$ cat src/rtl/hazard_ctrl_pkg.sv
// rtl/hazard_ctrl_pkg.sv - shared types and constants for the pipeline hazard controller
package hazard_ctrl_pkg;

  typedef enum logic [1:0] {
    ST_RUN     = 2'd0,
    ST_BR_WAIT = 2'd1,
    ST_MC_WAIT = 2'd2
  } state_e;

  localparam int BR_MODE_STALL = 0;
  localparam int BR_MODE_PNT   = 1;
  localparam int ZERO_REG      = 0;

endpackage

$ cat src/rtl/hazard_ctrl_sat_counter.sv
// rtl/hazard_ctrl_sat_counter.sv - saturating event counter used for hazard performance stats
module sat_counter #(
  parameter int CNT_W = 16
) (
  input  logic             clk_i,
  input  logic             rst_ni,
  input  logic             inc_i,
  output logic [CNT_W-1:0] value_o
);

  logic [CNT_W-1:0] value_q, value_d;

  always_comb begin
    value_d = value_q;
    if (inc_i && !(&value_q)) value_d = value_q + CNT_W'(1);
  end

  always_ff @(posedge clk_i or negedge rst_ni) begin
    if (!rst_ni) value_q <= '0;
    else         value_q <= value_d;
  end

  assign value_o = value_q;

endmodule

$ cat src/rtl/hazard_ctrl.sv
// rtl/hazard_ctrl.sv - stall/flush controller for an N-stage in-order pipeline
module hazard_ctrl
  import hazard_ctrl_pkg::*;
#(
  parameter int NUM_STAGES = 5,
  parameter int EX_STG     = 2,
  parameter int REG_W      = 5,
  parameter int BR_MODE    = 0,
  parameter int CNT_W      = 16
) (
  input  logic                  clk_i,
  input  logic                  rst_ni,
  input  logic                  id_vld_i,
  input  logic                  id_is_br_i,
  input  logic [REG_W-1:0]      id_rs1_i,
  input  logic [REG_W-1:0]      id_rs2_i,
  input  logic [1:0]            id_rs_used_i,
  input  logic                  ex_vld_i,
  input  logic                  ex_is_load_i,
  input  logic [REG_W-1:0]      ex_rd_i,
  input  logic                  ex_busy_i,
  input  logic                  ex_br_done_i,
  input  logic                  ex_take_br_i,
  output logic [NUM_STAGES-2:0] reg_en_o,
  output logic [NUM_STAGES-2:0] reg_flush_o,
  output logic                  pc_en_o,
  output logic                  br_stall_o,
  output logic [CNT_W-1:0]      stall_cnt_o,
  output logic [CNT_W-1:0]      flush_cnt_o
);

  localparam int NUM_REGS = NUM_STAGES - 1;

  state_e state_q, state_d;

  logic                load_use, taken_flush, br_start, br_hold;
  logic                stall_inc, flush_inc;
  logic [NUM_REGS-1:0] en_raw, flush;

  assign load_use = (state_q == ST_RUN) && id_vld_i && ex_vld_i && ex_is_load_i &&
                    (ex_rd_i != REG_W'(ZERO_REG)) &&
                    ((id_rs_used_i[0] && (id_rs1_i == ex_rd_i)) ||
                     (id_rs_used_i[1] && (id_rs2_i == ex_rd_i)));

  assign taken_flush = (BR_MODE == BR_MODE_PNT) && ex_br_done_i && ex_take_br_i && !ex_busy_i;

  // Branch stall only starts once nothing of higher priority claims the cycle.
  assign br_start = (BR_MODE == BR_MODE_STALL) && (state_q == ST_RUN) && id_vld_i &&
                    id_is_br_i && !ex_busy_i && !load_use;
  assign br_hold  = (state_q == ST_BR_WAIT) && !ex_br_done_i;

  always_ff @(posedge clk_i or negedge rst_ni) begin
    if (!rst_ni) state_q <= ST_RUN;
    else         state_q <= state_d;
  end

  always_comb begin
    state_d = state_q;
    unique case (state_q)
      ST_RUN: begin
        if (ex_busy_i)     state_d = ST_MC_WAIT;
        else if (br_start) state_d = ST_BR_WAIT;
      end
      ST_BR_WAIT: begin
        if (ex_br_done_i) state_d = ex_busy_i ? ST_MC_WAIT : ST_RUN;
      end
      ST_MC_WAIT: begin
        if (!ex_busy_i) state_d = ST_RUN;
      end
      default: state_d = ST_RUN;
    endcase
  end

  always_comb begin
    en_raw     = '1;
    flush      = '0;
    pc_en_o    = 1'b1;
    br_stall_o = 1'b0;
    if (rst_ni) begin
      if (ex_busy_i) begin
        for (int k = 0; k < NUM_REGS; k++) begin
          if (k < EX_STG)  en_raw[k] = 1'b0;
          if (k == EX_STG) flush[k]  = 1'b1;
        end
        pc_en_o = 1'b0;
        if (br_hold) begin
          br_stall_o = 1'b1;
          flush[0]   = 1'b1;
        end
      end else if (taken_flush) begin
        for (int k = 0; k < NUM_REGS; k++) begin
          if (k < EX_STG) flush[k] = 1'b1;
        end
      end else if (load_use) begin
        for (int k = 0; k < NUM_REGS; k++) begin
          if (k < EX_STG - 1)  en_raw[k] = 1'b0;
          if (k == EX_STG - 1) flush[k]  = 1'b1;
        end
        pc_en_o = 1'b0;
      end else if (br_start || br_hold) begin
        br_stall_o = 1'b1;
        pc_en_o    = 1'b0;
        flush[0]   = 1'b1;
      end
    end
  end

  // A flushed register must still load so the bubble is actually written.
  assign reg_en_o    = en_raw | flush;
  assign reg_flush_o = flush;

  assign stall_inc = !(&reg_en_o);
  assign flush_inc = taken_flush ||
                     ((state_q == ST_BR_WAIT) && ex_br_done_i && ex_take_br_i);

  sat_counter #(.CNT_W(CNT_W)) u_stall_cnt (
    .clk_i   (clk_i),
    .rst_ni  (rst_ni),
    .inc_i   (stall_inc),
    .value_o (stall_cnt_o)
  );

  sat_counter #(.CNT_W(CNT_W)) u_flush_cnt (
    .clk_i   (clk_i),
    .rst_ni  (rst_ni),
    .inc_i   (flush_inc),
    .value_o (flush_cnt_o)
  );

endmodule
$ cat config.mk
export PLATFORM = sky130hd
export DESIGN_NAME = hazard_ctrl
export DESIGN_NICKNAME = d
export VERILOG_FILES = /design/src/rtl/hazard_ctrl_pkg.sv /design/src/rtl/hazard_ctrl_sat_counter.sv /design/src/rtl/hazard_ctrl.sv
export SDC_FILE = /design/constraint.sdc
export NUM_CORES = 1
export LEC_CHECK = 0
export ABC_AREA = 1
export CAP_MARGIN = 20
export CORE_MARGIN = 3
export CORE_UTILIZATION = 45
export CTS_BUF_LIST = sky130_fd_sc_hd__clkbuf_4 sky130_fd_sc_hd__clkbuf_8
export DETAILED_ROUTE_END_ITERATION = 12
export PLACE_DENSITY = 0.77
export SLEW_MARGIN = 25
export SYNTH_ARGS = -nofsm -noshare
export SYNTH_HDL_FRONTEND = slang
export SYNTH_HIERARCHICAL = 1
export SYNTH_SLANG_ARGS = --single-unit
$ cat constraint.sdc
create_clock -name clk_i -period 4.56 [get_ports clk_i]
set_input_delay 0.684 -clock clk_i [delete_from_list [all_inputs] [get_ports clk_i]]
set_output_delay 0.684 -clock clk_i [all_outputs]
set_load 0.05 [all_outputs]
==> impl_results.md <==
- Sink Count: 34
- ANT cells: 0
- Most area-consuming cells after synthesis: dfrtp_1, nand2_1, inv_1
- Grt ovf: 0
- Initial antenna violation count: 0
- Power Dens Cells: around 270 nW/µm²
- Share of layout cells above drive strength 1: 8.03%
- Worst-skew pair later-pin latency: 0.29 ns
- Layout Nets: 500
- Fmax: 297 MHz
- H-tree Lvls: 2
- Seq/Total Area, Yosys: about a third
- Most common cell in the netlist: nand2_1
- Maximum VDD drop: 0.000225 V
- Area of the core: 5300 µm²
- Fillers: 496
- Post-CTS Setup Repair Bufs: 0
- Pre-CTS setup slack: 1.20 ns
- Mux contribution to synthesized area: 0%
- Initial Util: 48.0%
- Post-cts sizing count: 0
- Vias in the first global route: 2469
- Final hold vios: 0
- Reg2reg path depth: 12
- CP max stage cell: clkdlybuf4s50_1
- Final setup margin: 1.19 ns
- Ys async rst share: 100%
- Worst stage delay on the critical path: 0.82 ns
- Synth Warn #: 6
- Cell Chain, Critical Path: clkdlybuf4s50_1 -> inv_1 -> nand4_1 -> o21ai_0 -> inv_1 -> nand3_2 -> nand2_2 -> nor2_1 -> clkdlybuf4s50_1
- Vias after detailed routing: 2670
- Min Tclk post-route: 3.37 ns
- Yosys cell types: 24
- Area growth, synth to finish: 29.9%
- Largest family of logic cells by synthesized area: simple AND/OR/NAND/NOR gates
- DIE AREA: between 6000 and 7000 µm²
- Max-slew violations: 0
- CP max FO: 5
- Mapped Area: about 2500 µm²
- TNS Setup: 0 ns
- Final setup fails: 0
- Crit end category: output pin
- Post-synthesis adder-cell area fraction: 0.983%
- Largest net degree at the start of global routing: 35
- Synth Register Bits: 34
- Dominant synthesized flop cell: dfrtp_1
- Routed WL: 6360 µm
- R2R setup slack: ~2.6 ns
- Layout Skew: 0.0128 ns
- Routability congestion estimate: 0.848
- CTS Buffer Depth: 2
- Worst EP required: 3.88 ns
- Post-DP HPWL: between 4000 and 5000 µm
- WP data arrival: 2.69 ns
- Number of clock buffers inserted by TritonCTS: 5
- Tightest Hold Check Type: input pin to asynchronous set/reset pin
- Status: complete, no violations
- Antenna-violating nets left: 0
- Placed cells: 535
- Number of remaining DRC errors: 0
- Final worst-path cycle share: 73.9%
- Critical path type: input pin to output pin
- Buffers on Ports: 64
- Syn Inst Count: 407
- First-pass GRT wire length: roughly 11000 µm
- Finished Layout Cells: between 500 and 600
- Top cells by instance count after synthesis: nand2_1, inv_1, nor2_1
- Max Cap Viol: 0
- R2R Path Start: state_q[0]
- RSZ-0062 raised after global routing: false
- Static Leakage: 1.60 nW
- Clock root buffer master: clkbuf_8
- Reg clk slew, reported paths: about 0.07 ns
- Synth Area in Simple Gates: 50.2%
- Rows: 26
- Startpoint types: input pin
- I/O pin cnt: 68
- Post-synth EDFFs: 0
- Post-synthesis area per instance: 6.26 µm²
- Initial drt markers: 149
- Compound-cell area share of the yosys netlist: 2.26%
- # hold bufs at CTS: 0
- Xor and xnor fraction of the mapped netlist area: under 10%
- Vias per cell: just under 5
- Relative slew slack: 62.6%
- Die width: 81.2 µm
- Slew @ Worst Pin: 0.559 ns
- FF-to-FF End: u_stall_cnt/value_o[15]
- Share of the synthesized area in the top cell type: 33.4%
- Largest area contributor in the netlist: dfrtp_1
- Clock tree from TritonCTS: yes
- Total GRT Usage: 20.7%
- Wire per inst: 11.7 µm
- DR pass1 iterations: 4
- Die Span Y: 81.2 µm
[power by group]
part | switching [W] | internal, W
registers | 0.0000484 | 0.000327
clock network | 0.000117 | 0.000121
logic | 0.000170 | 0.0000970
[through the flow]
stage / total power [W] / instance area [µm²] / utilization, % / hold slack [ns]
floorplan: 0.000545 / 2550 / - / 0.388
global placement: 0.000640 / 3210 / 60.6 / 0.510
detailed placement: 0.000646 / 3210 / 60.6 / 0.517
CTS: 0.000886 / 3310 / 62.4 / 0.511
global route: 0.000931 / 3310 / 62.4 / 0.529
finish: 0.000881 / 3310 / 62.4 / 0.494
[layer usage]
| layer | vias up | track usage [%] | part of all wire, % |
|---|---|---|---|
| met5 | - | 0 | 0 |
| met4 | 0 | 8.28 | 1.5 |
| met3 | 10 | 4.77 | 3.8 |
| met2 | 63 | 34.1 | 46 |
| met1 | 1233 | 26.1 | 49 |
| li1 | 1364 | - | - |
[kinds of logic after synthesis]
kind of cell / count (synthesis)
simple gates: 290
buf+inv: 63
flops: 34
compound gates: 10
xor+xnor: 6
fa+ha+maj: 2
other cells: 2
[cells in the final DEF, fill, tap and decap left out]
master / count
ha_1: 2
nand3_2: 5
clkbuf_8: 6
clkinv_2: 1
inv_2: 6
nand3b_1: 9
nand2_1: 176
and2_1: 2
nor3_1: 2
clkdlybuf4s50_1: 63
nor2_4: 4
nand2_2: 11
nor2_2: 2
buf_4: 1
clkinvlp_4: 1
conb_1: 3
nand3_1: 16
dfrtp_1: 34
nand4_1: 14
o211ai_1: 1
inv_1: 49
o21ai_0: 7
xnor2_1: 2
nor2_1: 49
buf_2: 1
xor2_1: 4
a21boi_0: 1
o31ai_1: 1
[registers in the layout, indices dropped and copies added, names as in the netlist]
signal	cells
u_stall_cnt/value_o	16
u_flush_cnt/value_o	16
state_q	2
[worst max-delay path by stage]
stage                           endpoint  slack [ns]        from  cells after the start
after global placement    reg_flush_o[0]        1.23   ex_busy_i                      7
final                            pc_en_o        1.19  ex_rd_i[2]                      9
after floorplan                  pc_en_o        1.97   ex_busy_i                      3
after CTS                        pc_en_o        1.19  ex_rd_i[1]                      9
after global routing             pc_en_o        1.02  ex_rd_i[1]                     11
after detailed placement         pc_en_o        1.20  ex_rd_i[1]                      9
[critical path, delay by kind of cell]
kind	cells	cell delay [ns]
buf+inv	4	1.46
simple gates	4	0.39
compound gates	1	0.15
[cell type report]
| type | count | area [µm²] | share of cell area, % |
|---|---|---|---|
| Clock buffer | 6 | 82.6 | 2.50 |
| Tap cell | 70 | 87.6 | 2.65 |
| Multi-Input combinational cell | 311 | 1430 | 43.1 |
| Clock inverter | 2 | 12.5 | 0.378 |
| Timing Repair Buffer | 65 | 643 | 19.4 |
| Inverter | 55 | 206 | 6.24 |
| Sequential cell | 34 | 851 | 25.7 |
(Power assumes the default switching activity.)
